--- src/rtl/rms_sqrt_scheduler_if.sv ---
// Request/response bundle between the RMS channels, the shared sqrt
// scheduler and the result consumer.
interface rms_sqrt_scheduler_if #(
    parameter int NCH = 4,
    parameter int W   = 16
);
    logic [NCH-1:0]   req_valid;
    logic [NCH*W-1:0] req_radicand;
    logic [NCH-1:0]   req_ready;
    logic             resp_valid;
    logic [2:0]       resp_ch;
    logic [W-1:0]     resp_root;
    logic             resp_ready;

    // Requesters and consumer drive requests and accept results.
    modport master (
        output req_valid, req_radicand, resp_ready,
        input  req_ready, resp_valid, resp_ch, resp_root
    );

    // The scheduler grants requests and presents results.
    modport slave (
        input  req_valid, req_radicand, resp_ready,
        output req_ready, resp_valid, resp_ch, resp_root
    );
endinterface

--- src/rtl/rms_sqrt_scheduler.sv ---
// Shared restoring integer square-root engine for NCH requesting channels.
// A round-robin arbiter picks one channel in IDLE, the datapath produces one
// root bit per cycle for W/2 cycles, and the result is held with its channel
// tag until the consumer accepts it.
module rms_sqrt_scheduler #(
    parameter int NCH = 4,
    parameter int W   = 16
) (
    input  logic                 clk,
    input  logic                 rst,
    rms_sqrt_scheduler_if.slave  bus,
    output logic                 busy
);
    localparam int HW = W / 2;
    localparam int RW = HW + 2;
    localparam int CW = $clog2(W);
    localparam logic [CW-1:0] LAST_CNT = CW'(HW - 1);
    localparam logic [3:0]    NCH_L    = 4'(NCH);

    typedef enum logic [1:0] {
        IDLE = 2'd0,
        ITER = 2'd1,
        DONE = 2'd2
    } state_t;

    state_t          state_r;
    logic [2:0]      ptr_r;
    logic [CW-1:0]   cnt_r;
    logic [W-1:0]    x_r;
    logic [RW-1:0]   rem_r;
    logic [HW-1:0]   root_r;
    logic            resp_valid_r;
    logic [2:0]      resp_ch_r;
    logic [W-1:0]    resp_root_r;
    logic            busy_r;

    logic            grant_hit_s;
    logic [2:0]      grant_idx_s;
    logic [NCH-1:0]  grant_s;
    logic [W-1:0]    grant_rad_s;
    logic [RW-1:0]   trial_s;
    logic [RW-1:0]   cmp_s;
    logic [RW-1:0]   rem_next_s;
    logic [HW-1:0]   root_next_s;

    // Channel index base+off wrapped modulo NCH; both operands are below NCH.
    function automatic logic [2:0] wrap_idx(input logic [2:0] base, input logic [2:0] off);
        logic [3:0] sum_v;
        sum_v = {1'b0, base} + {1'b0, off};
        if (sum_v >= NCH_L) begin
            sum_v = sum_v - NCH_L;
        end else begin
            sum_v = sum_v;
        end
        return sum_v[2:0];
    endfunction

    // Round-robin search from ptr; lowest distance wins, so scan distances high to low.
    always_comb begin
        grant_hit_s = 1'b0;
        grant_idx_s = 3'd0;
        grant_s     = '0;
        grant_rad_s = '0;
        if ((state_r == IDLE) && !rst) begin
            for (int i = NCH - 1; i >= 0; i--) begin
                for (int c = 0; c < NCH; c++) begin
                    if (bus.req_valid[c] && (wrap_idx(ptr_r, 3'(i)) == 3'(c))) begin
                        grant_hit_s = 1'b1;
                        grant_idx_s = 3'(c);
                    end else begin
                        grant_hit_s = grant_hit_s;
                    end
                end
            end
            for (int c = 0; c < NCH; c++) begin
                if (grant_hit_s && (grant_idx_s == 3'(c))) begin
                    grant_s[c]  = 1'b1;
                    grant_rad_s = bus.req_radicand[c*W +: W];
                end else begin
                    grant_s[c]  = 1'b0;
                end
            end
        end else begin
            grant_hit_s = 1'b0;
        end
    end

    // One restoring sqrt step: bring down two radicand bits, try subtracting 4*root+1.
    always_comb begin
        trial_s = (rem_r << 2) | RW'(x_r[W-1:W-2]);
        cmp_s   = {root_r, 2'b01};
        if (trial_s >= cmp_s) begin
            rem_next_s  = trial_s - cmp_s;
            root_next_s = (root_r << 1) | HW'(1);
        end else begin
            rem_next_s  = trial_s;
            root_next_s = root_r << 1;
        end
    end

    // Control FSM with datapath and held response registers.
    always_ff @(posedge clk) begin
        if (rst) begin
            state_r      <= IDLE;
            ptr_r        <= 3'd0;
            cnt_r        <= '0;
            x_r          <= '0;
            rem_r        <= '0;
            root_r       <= '0;
            resp_valid_r <= 1'b0;
            resp_ch_r    <= 3'd0;
            resp_root_r  <= '0;
            busy_r       <= 1'b0;
        end else begin
            case (state_r)
                IDLE: begin
                    if (grant_hit_s) begin
                        x_r       <= grant_rad_s;
                        rem_r     <= '0;
                        root_r    <= '0;
                        cnt_r     <= '0;
                        resp_ch_r <= grant_idx_s;
                        ptr_r     <= wrap_idx(grant_idx_s, 3'd1);
                        busy_r    <= 1'b1;
                        state_r   <= ITER;
                    end
                end
                ITER: begin
                    x_r    <= x_r << 2;
                    rem_r  <= rem_next_s;
                    root_r <= root_next_s;
                    if (cnt_r == LAST_CNT) begin
                        resp_root_r  <= W'(root_next_s);
                        resp_valid_r <= 1'b1;
                        state_r      <= DONE;
                    end else begin
                        cnt_r <= cnt_r + CW'(1);
                    end
                end
                DONE: begin
                    if (bus.resp_ready) begin
                        resp_valid_r <= 1'b0;
                        busy_r       <= 1'b0;
                        state_r      <= IDLE;
                    end
                end
                default: begin
                    state_r <= IDLE;
                end
            endcase
        end
    end

    assign bus.req_ready  = grant_s;
    assign bus.resp_valid = resp_valid_r;
    assign bus.resp_ch    = resp_ch_r;
    assign bus.resp_root  = resp_root_r;
    assign busy           = busy_r;

endmodule

--- src/flat_wrapper.sv ---
// flat-port wrapper written by rule: the top's interface ports become plain ports
module rms_sqrt_scheduler_flat 
#(
    parameter int NCH = 4,
    parameter int W   = 16
)
  (clk, rst, busy, bus_req_valid, bus_req_radicand, bus_resp_ready, bus_req_ready, bus_resp_valid, bus_resp_ch, bus_resp_root);
  rms_sqrt_scheduler_if #(.NCH(NCH), .W(W)) bus_i ();
  input  logic clk;
  input  logic rst;
  output logic busy;
  input wire logic [$bits(bus_i.req_valid)-1:0] bus_req_valid;
  input wire logic [$bits(bus_i.req_radicand)-1:0] bus_req_radicand;
  input wire logic [$bits(bus_i.resp_ready)-1:0] bus_resp_ready;
  output wire logic [$bits(bus_i.req_ready)-1:0] bus_req_ready;
  output wire logic [$bits(bus_i.resp_valid)-1:0] bus_resp_valid;
  output wire logic [$bits(bus_i.resp_ch)-1:0] bus_resp_ch;
  output wire logic [$bits(bus_i.resp_root)-1:0] bus_resp_root;
  assign bus_i.req_valid = bus_req_valid;
  assign bus_i.req_radicand = bus_req_radicand;
  assign bus_i.resp_ready = bus_resp_ready;
  assign bus_req_ready = bus_i.req_ready;
  assign bus_resp_valid = bus_i.resp_valid;
  assign bus_resp_ch = bus_i.resp_ch;
  assign bus_resp_root = bus_i.resp_root;
  rms_sqrt_scheduler #(.NCH(NCH), .W(W)) u_core (.clk(clk), .rst(rst), .bus(bus_i), .busy(busy));
endmodule
--- config.mk ---
export PLATFORM = sky130hd
export DESIGN_NAME = rms_sqrt_scheduler_flat
export DESIGN_NICKNAME = d
export VERILOG_FILES = /design/src/rtl/rms_sqrt_scheduler_if.sv /design/src/rtl/rms_sqrt_scheduler.sv /design/src/flat_wrapper.sv
export SDC_FILE = /design/constraint.sdc
export NUM_CORES = 1
export LEC_CHECK = 0
export ABC_AREA = 1
export CORE_ASPECT_RATIO = 1.4
export CORE_MARGIN = 2
export CORE_UTILIZATION = 45
export DETAILED_ROUTE_END_ITERATION = 10
export HOLD_SLACK_MARGIN = 0.12
export PLACE_DENSITY = 0.82
export SYNTH_ARGS = -nofsm -noshare
export SYNTH_HDL_FRONTEND = slang
export SYNTH_SLANG_ARGS = --single-unit
--- constraint.sdc ---
create_clock -name clk -period 9.5 [get_ports clk]
set_input_delay 2.85 -clock clk [delete_from_list [all_inputs] [get_ports clk]]
set_output_delay 2.85 -clock clk [all_outputs]
set_load 0.005 [all_outputs]
After elaboration in Yosys (flattened, before gate mapping) --
Cells that the tools add are included.
Operators by class: mux-type cells 74, add/subtract/negate cells 11, equality and inequality tests 22, bitwise operators 1, magnitude comparators 6, reductions and logical operators 38
Operators by type and width (count):
- $mux W16 | 6
- $mux W2 | 17
- $mux W3 | 11
- $pmux W16 S2 | 1
- $pmux W8 S2 | 2
- $eq A3 B2 Y1 const B | 10
- $mux W1 | 27
- $mux W8 | 3
- $logic_and A1 B1 Y1 | 21
- $ge A4 B3 Y1 const B | 4
- $eq A3 B1 Y1 const B | 5
- $logic_not A3 Y1 | 5
- $sub A3 B3 Y3 const B | 5
- $mux W4 | 3
- $reduce_and A3 Y1 | 4
- $ge A10 B10 Y1 | 1
- $or A10 B2 Y10 | 1
- $add A3 B1 Y4 const B | 2
- $add A3 B2 Y4 const B | 2
- $pmux W4 S2 | 1
- $sub A8 B8 Y8 | 1
- $pmux W2 S3 | 1
- $reduce_and A2 Y1 | 3
- $reduce_bool A2 Y1 | 3
- other kinds (10) | 13
Word-level totals: word-level logic and storage cells 162, bits in registers 54, input port bits 71

Logic depth before layout (Yosys ltp) --
word-level depth 31, gate-level depth with buffers 22, mapped depth without buffers 21

Worst setup path after synthesis --
OpenSTA, ideal clock, no wires.
path kind input -> output, start point input port bus_req_valid[0], end point output port bus_req_ready[0], arrival 4.137 ns, stages 19, path buffers 1, path slack 2.513 ns, cell sequence inv_1 -> nor2_1 -> nand2_1 -> nand2_1 -> nand2_1 -> nand2_1 -> nand2_1 -> nand2_1 -> nand2_1 -> nand2_1 -> nand2_1 -> nand2_1 -> nand2_2 -> nand2_4 -> nand2_8 -> inv_6 -> buf_6 -> nand2_1 -> nor2_1
Between the ends: word-level cells in the longest chain between the ends 21
Ends and longest elaborated chain:
- start, declared | RTL line flat_wrapper.sv:12 | input wire logic [$bits(bus_i.req_valid)-1:0] bus_req_valid;
- $logic_and A1 B1 Y1 | RTL line rms_sqrt_scheduler.sv:67 | if (bus.req_valid[c] && (wrap_idx(ptr_r, 3'(i)) == 3'(c))) begin
- $mux W1 (16 in a row) | RTL line rms_sqrt_scheduler.sv:67
- $mux W1 | RTL line rms_sqrt_scheduler.sv:64 | if ((state_r == IDLE) && !rst) begin
- $logic_and A1 B1 Y1 (*) | RTL line rms_sqrt_scheduler.sv:76 | if (grant_hit_s && (grant_idx_s == 3'(c))) begin
- $mux W1 (*) | RTL line rms_sqrt_scheduler.sv:76
- $mux W4 (*) | RTL line rms_sqrt_scheduler.sv:64
- end, declared | RTL line flat_wrapper.sv:15 | output wire logic [$bits(bus_i.req_ready)-1:0] bus_req_ready;
Mark *: on every way between the ends. The rest lies on a longest branch, timed or not. The select of a mux whose other input is x is not followed.

Worst setup path in the final report --
start point input port bus_req_valid[1], end point output port bus_req_ready[0]
Between the ends: word-level cells in the longest chain between the ends 21
Ends and longest elaborated chain (RTL line):
- $logic_and A1 B1 Y1 | rms_sqrt_scheduler.sv:67
- $mux W1 | rms_sqrt_scheduler.sv:67
- $mux W2 (14 in a row) | rms_sqrt_scheduler.sv:67
- $mux W3 | rms_sqrt_scheduler.sv:64
- $logic_not A3 Y1 | rms_sqrt_scheduler.sv:76
- $logic_and A1 B1 Y1 (*) | rms_sqrt_scheduler.sv:76
- $mux W1 (*) | rms_sqrt_scheduler.sv:76
- $mux W4 (*) | rms_sqrt_scheduler.sv:64
Marked as above.

==> results.toml <==
[run_status]
status = "finished, final reports clean"

[final_layout]
n_antenna_cell = 0
multiInputGateArea_mm2 = 0.00192
drive_gt1_share_pct = 5.15
final_core_util_pct = 59.6
ff_latch_area_mm2 = 0.00106
fill_cells = 701
synthToLayoutAreaGrowth_pct = 27.2
nets = 703

[cts]
cts_resized = 0
h-tree-depth = 2
cts_hold_buf = 0
root_buffer = "clkbuf_8"
path_clk_slew_ns = 0.09
clk_latency_ns = 0.30
cts_sinks = 53
cts_buffer_depth = 2
cts_tree = "yes"
cts_made_buffers = 5
cts.repair_timing.setup_buffer_count = 0

[synthesis]
ys_seq_area_share_pct = 30.6
synth.area.top_cells = "dfxtp_1, nand2_1, inv_1"
synthesis.area_per_instance_um2 = 6.32
synth_top_area_share_pct = 30.6
synth_area_mm2 = 0.00347
synth-seq-cells = 53
netlist.top_cell.by_area = "dfxtp_1"
ys_warn_count = 0
ys_types = 31
netlist_instances = 549

[sta]
max_clock_freq_mhz = 120
rsz0062_at_grt = "no"
setup_viol = 0
max_slew_margin_pct = 20.4
layout_min_cycle_time_ns = 8.34
worst_pin_slew_ns = 1.19
hold_viol = 0
finalSetupTns_ns = 0
drv_slew = 0
fin_crit_sh_pct = 87.8
clock-skew-final_ns = 0.00473

[worst_setup_path]
crit_type = "input pin to output port"
end_kind = "output port"
cp_data_arrival_time_ns = 5.49
r2r_start = "u_core.ptr_r[0]$_SDFFE_PP0P_"
startpoint = "bus_req_valid[1]"
crit_fanout = 22
worstPathRequired_ns = 6.65
start_kind = "input pin"

[routing]
num_vias = 3608
drc = 0
postRouteAntennaNets = 0
wl_per_cell_um = 11.9
drtPass1Iterations = 4
viasPerCell = 5.03
drtIter0Drc = 166
wirelength_um = 8560

[grt]
grt_max_degree = 46
grt_pass1_vias = 3483
overflow = 0
grt_usage_pct = 20.5
grt_pass1_wl_um = 14400
antenna_found_initial = 0

[power]
p_leak_nw = 1.89
power_density_mw_per_mm2 = 293
ir_drop_uv = 162

[min_path]
min_from = "u_core.root_r[7]$_SDFFE_PP0P_"
hp-class = "register to register"

[floorplan]
die_h_um = 108
die_w_um = 78.2
die_area_mm2 = 0.00844
initial_core_util_pct = 46.8
fp-row-count = 37
io_pins = 96
coreArea_mm2 = 0.00741

[placed_design]
dp_hpwl_um = 6500
io_buffers = 86
gp_congestion = 0.883

[flow_run]
drv_cap = 0
[registers in the layout (all words and copies together), names as in the netlist]
signal and cells:
u_core.x_r 16, u_core.rem_r 8, u_core.bus.resp_ch 2, u_core.bus.resp_valid 1, u_core.state_r 2, u_core.busy 1, u_core.bus.resp_root 8, u_core.cnt_r 4
u_core.root_r 8, u_core.ptr_r 3
[through the flow]
stage                     hold slack (ns)  instances  instance area [um^2]  total power, W  setup slack [ns]
after global routing                0.496        718                  4410         0.00143             0.952
final                               0.468        718                  4410         0.00129              1.16
after global placement              0.452        710                  4300         0.00111              1.32
after detailed placement            0.456        710                  4300         0.00113              1.21
after CTS                           0.470        718                  4410         0.00130              1.20
after floorplan                     0.439        557                  3500        0.000982              2.51
[path summary, 6_finish.rpt]
kind                              endpoint  slack, ns  cells after the start
max reg2reg     u_core.x_r[2]$_SDFFE_PP0P_       6.56                     12
min reg2reg  u_core.root_r[7]$_SDFFE_PP0P_       0.47                      2
max                       bus_req_ready[0]       1.16                     12
min          u_core.root_r[7]$_SDFFE_PP0P_       0.47                      2
[kinds of logic after synthesis]
logic type / synth area share [%]
simple gates: 31.8
buf+inv: 14.9
compound gates: 17.3
flops: 30.6
other cells: 0.108
xor+xnor: 1.01
fa+ha+maj: 4.33
[synthesized netlist by cell type, drive strengths merged]
cell    instances
nand2         135
inv            82
nor2           68
a21oi          65
dfxtp          53
nand3          37
buf            21
o21ai          14
ha             12
o22ai          12
clkbuf         11
nor3            9
a211oi          8
nand4           8
o211ai          5
xor2            4
clkinv          2
and3            1
conb            1
o31ai           1
[worst max-delay path, cell delays in order]
cell and delay [ns]:
clkdlybuf4s50_1 0.50, inv_1 0.05, nor2_1 0.16, nand2_1 0.09, nand2_1 0.08, nor2_1 0.05
nand3_1 0.09, nor3_2 0.07, nor2_2 0.65, nand2_1 0.20, nor2_1 0.17, clkdlybuf4s50_1 0.52
[where the power goes]
part	total, W	switching (W)	internal (W)
Sequential	0.000311	0.0000320	0.000279
Clock	0.000157	0.0000709	0.0000860
Combinational	0.000824	0.000533	0.000292
[cell usage in the layout (no fill, tap or decap)]
cell type and instances:
nand2_1 131, clkdlybuf4s50_1 85, inv_1 78, nor2_1 62, a21oi_1 58, dfxtp_1 53, nand3_1 37, o21ai_0 14
o22ai_1 12, ha_1 12, conb_1 9, nand4_1 8, nor3_1 8, a211oi_1 8, a21oi_2 7, clkbuf_8 6
nor2_2 5, o211ai_1 5, xor2_1 4, inv_2 3, nand2_2 2, clkinv_1 2, buf_4 2, nor2_4 1
nand2_4 1, nand2_8 1, inv_6 1, nor3_2 1, o31ai_1 1, and3_1 1, clkbuf_1 1, bufinv_16 1
buf_2 1
[cell type report]
class,count,area share [%]
clock buffers,7,1.96
clock inverters,1,0.680
inverters,84,7.26
multi-input cells,388,43.6
flip-flops and latches,53,24.0
well taps,97,2.75
repair buffers,88,19.7
[layer usage]
layer / part of all wire (%) / wire, um / GRT usage [%] / vias up
li1: - / - / - / 1888
met1: 42 / 3570 / 22.3 / 1590
met4: 1.7 / 143 / 7.89 / 0
met3: 4.4 / 376 / 2.52 / 14
met2: 52 / 4470 / 39.7 / 116
met5: 0 / 0 / 0 / -
Note: power is estimated with default switching activity, not from simulation.
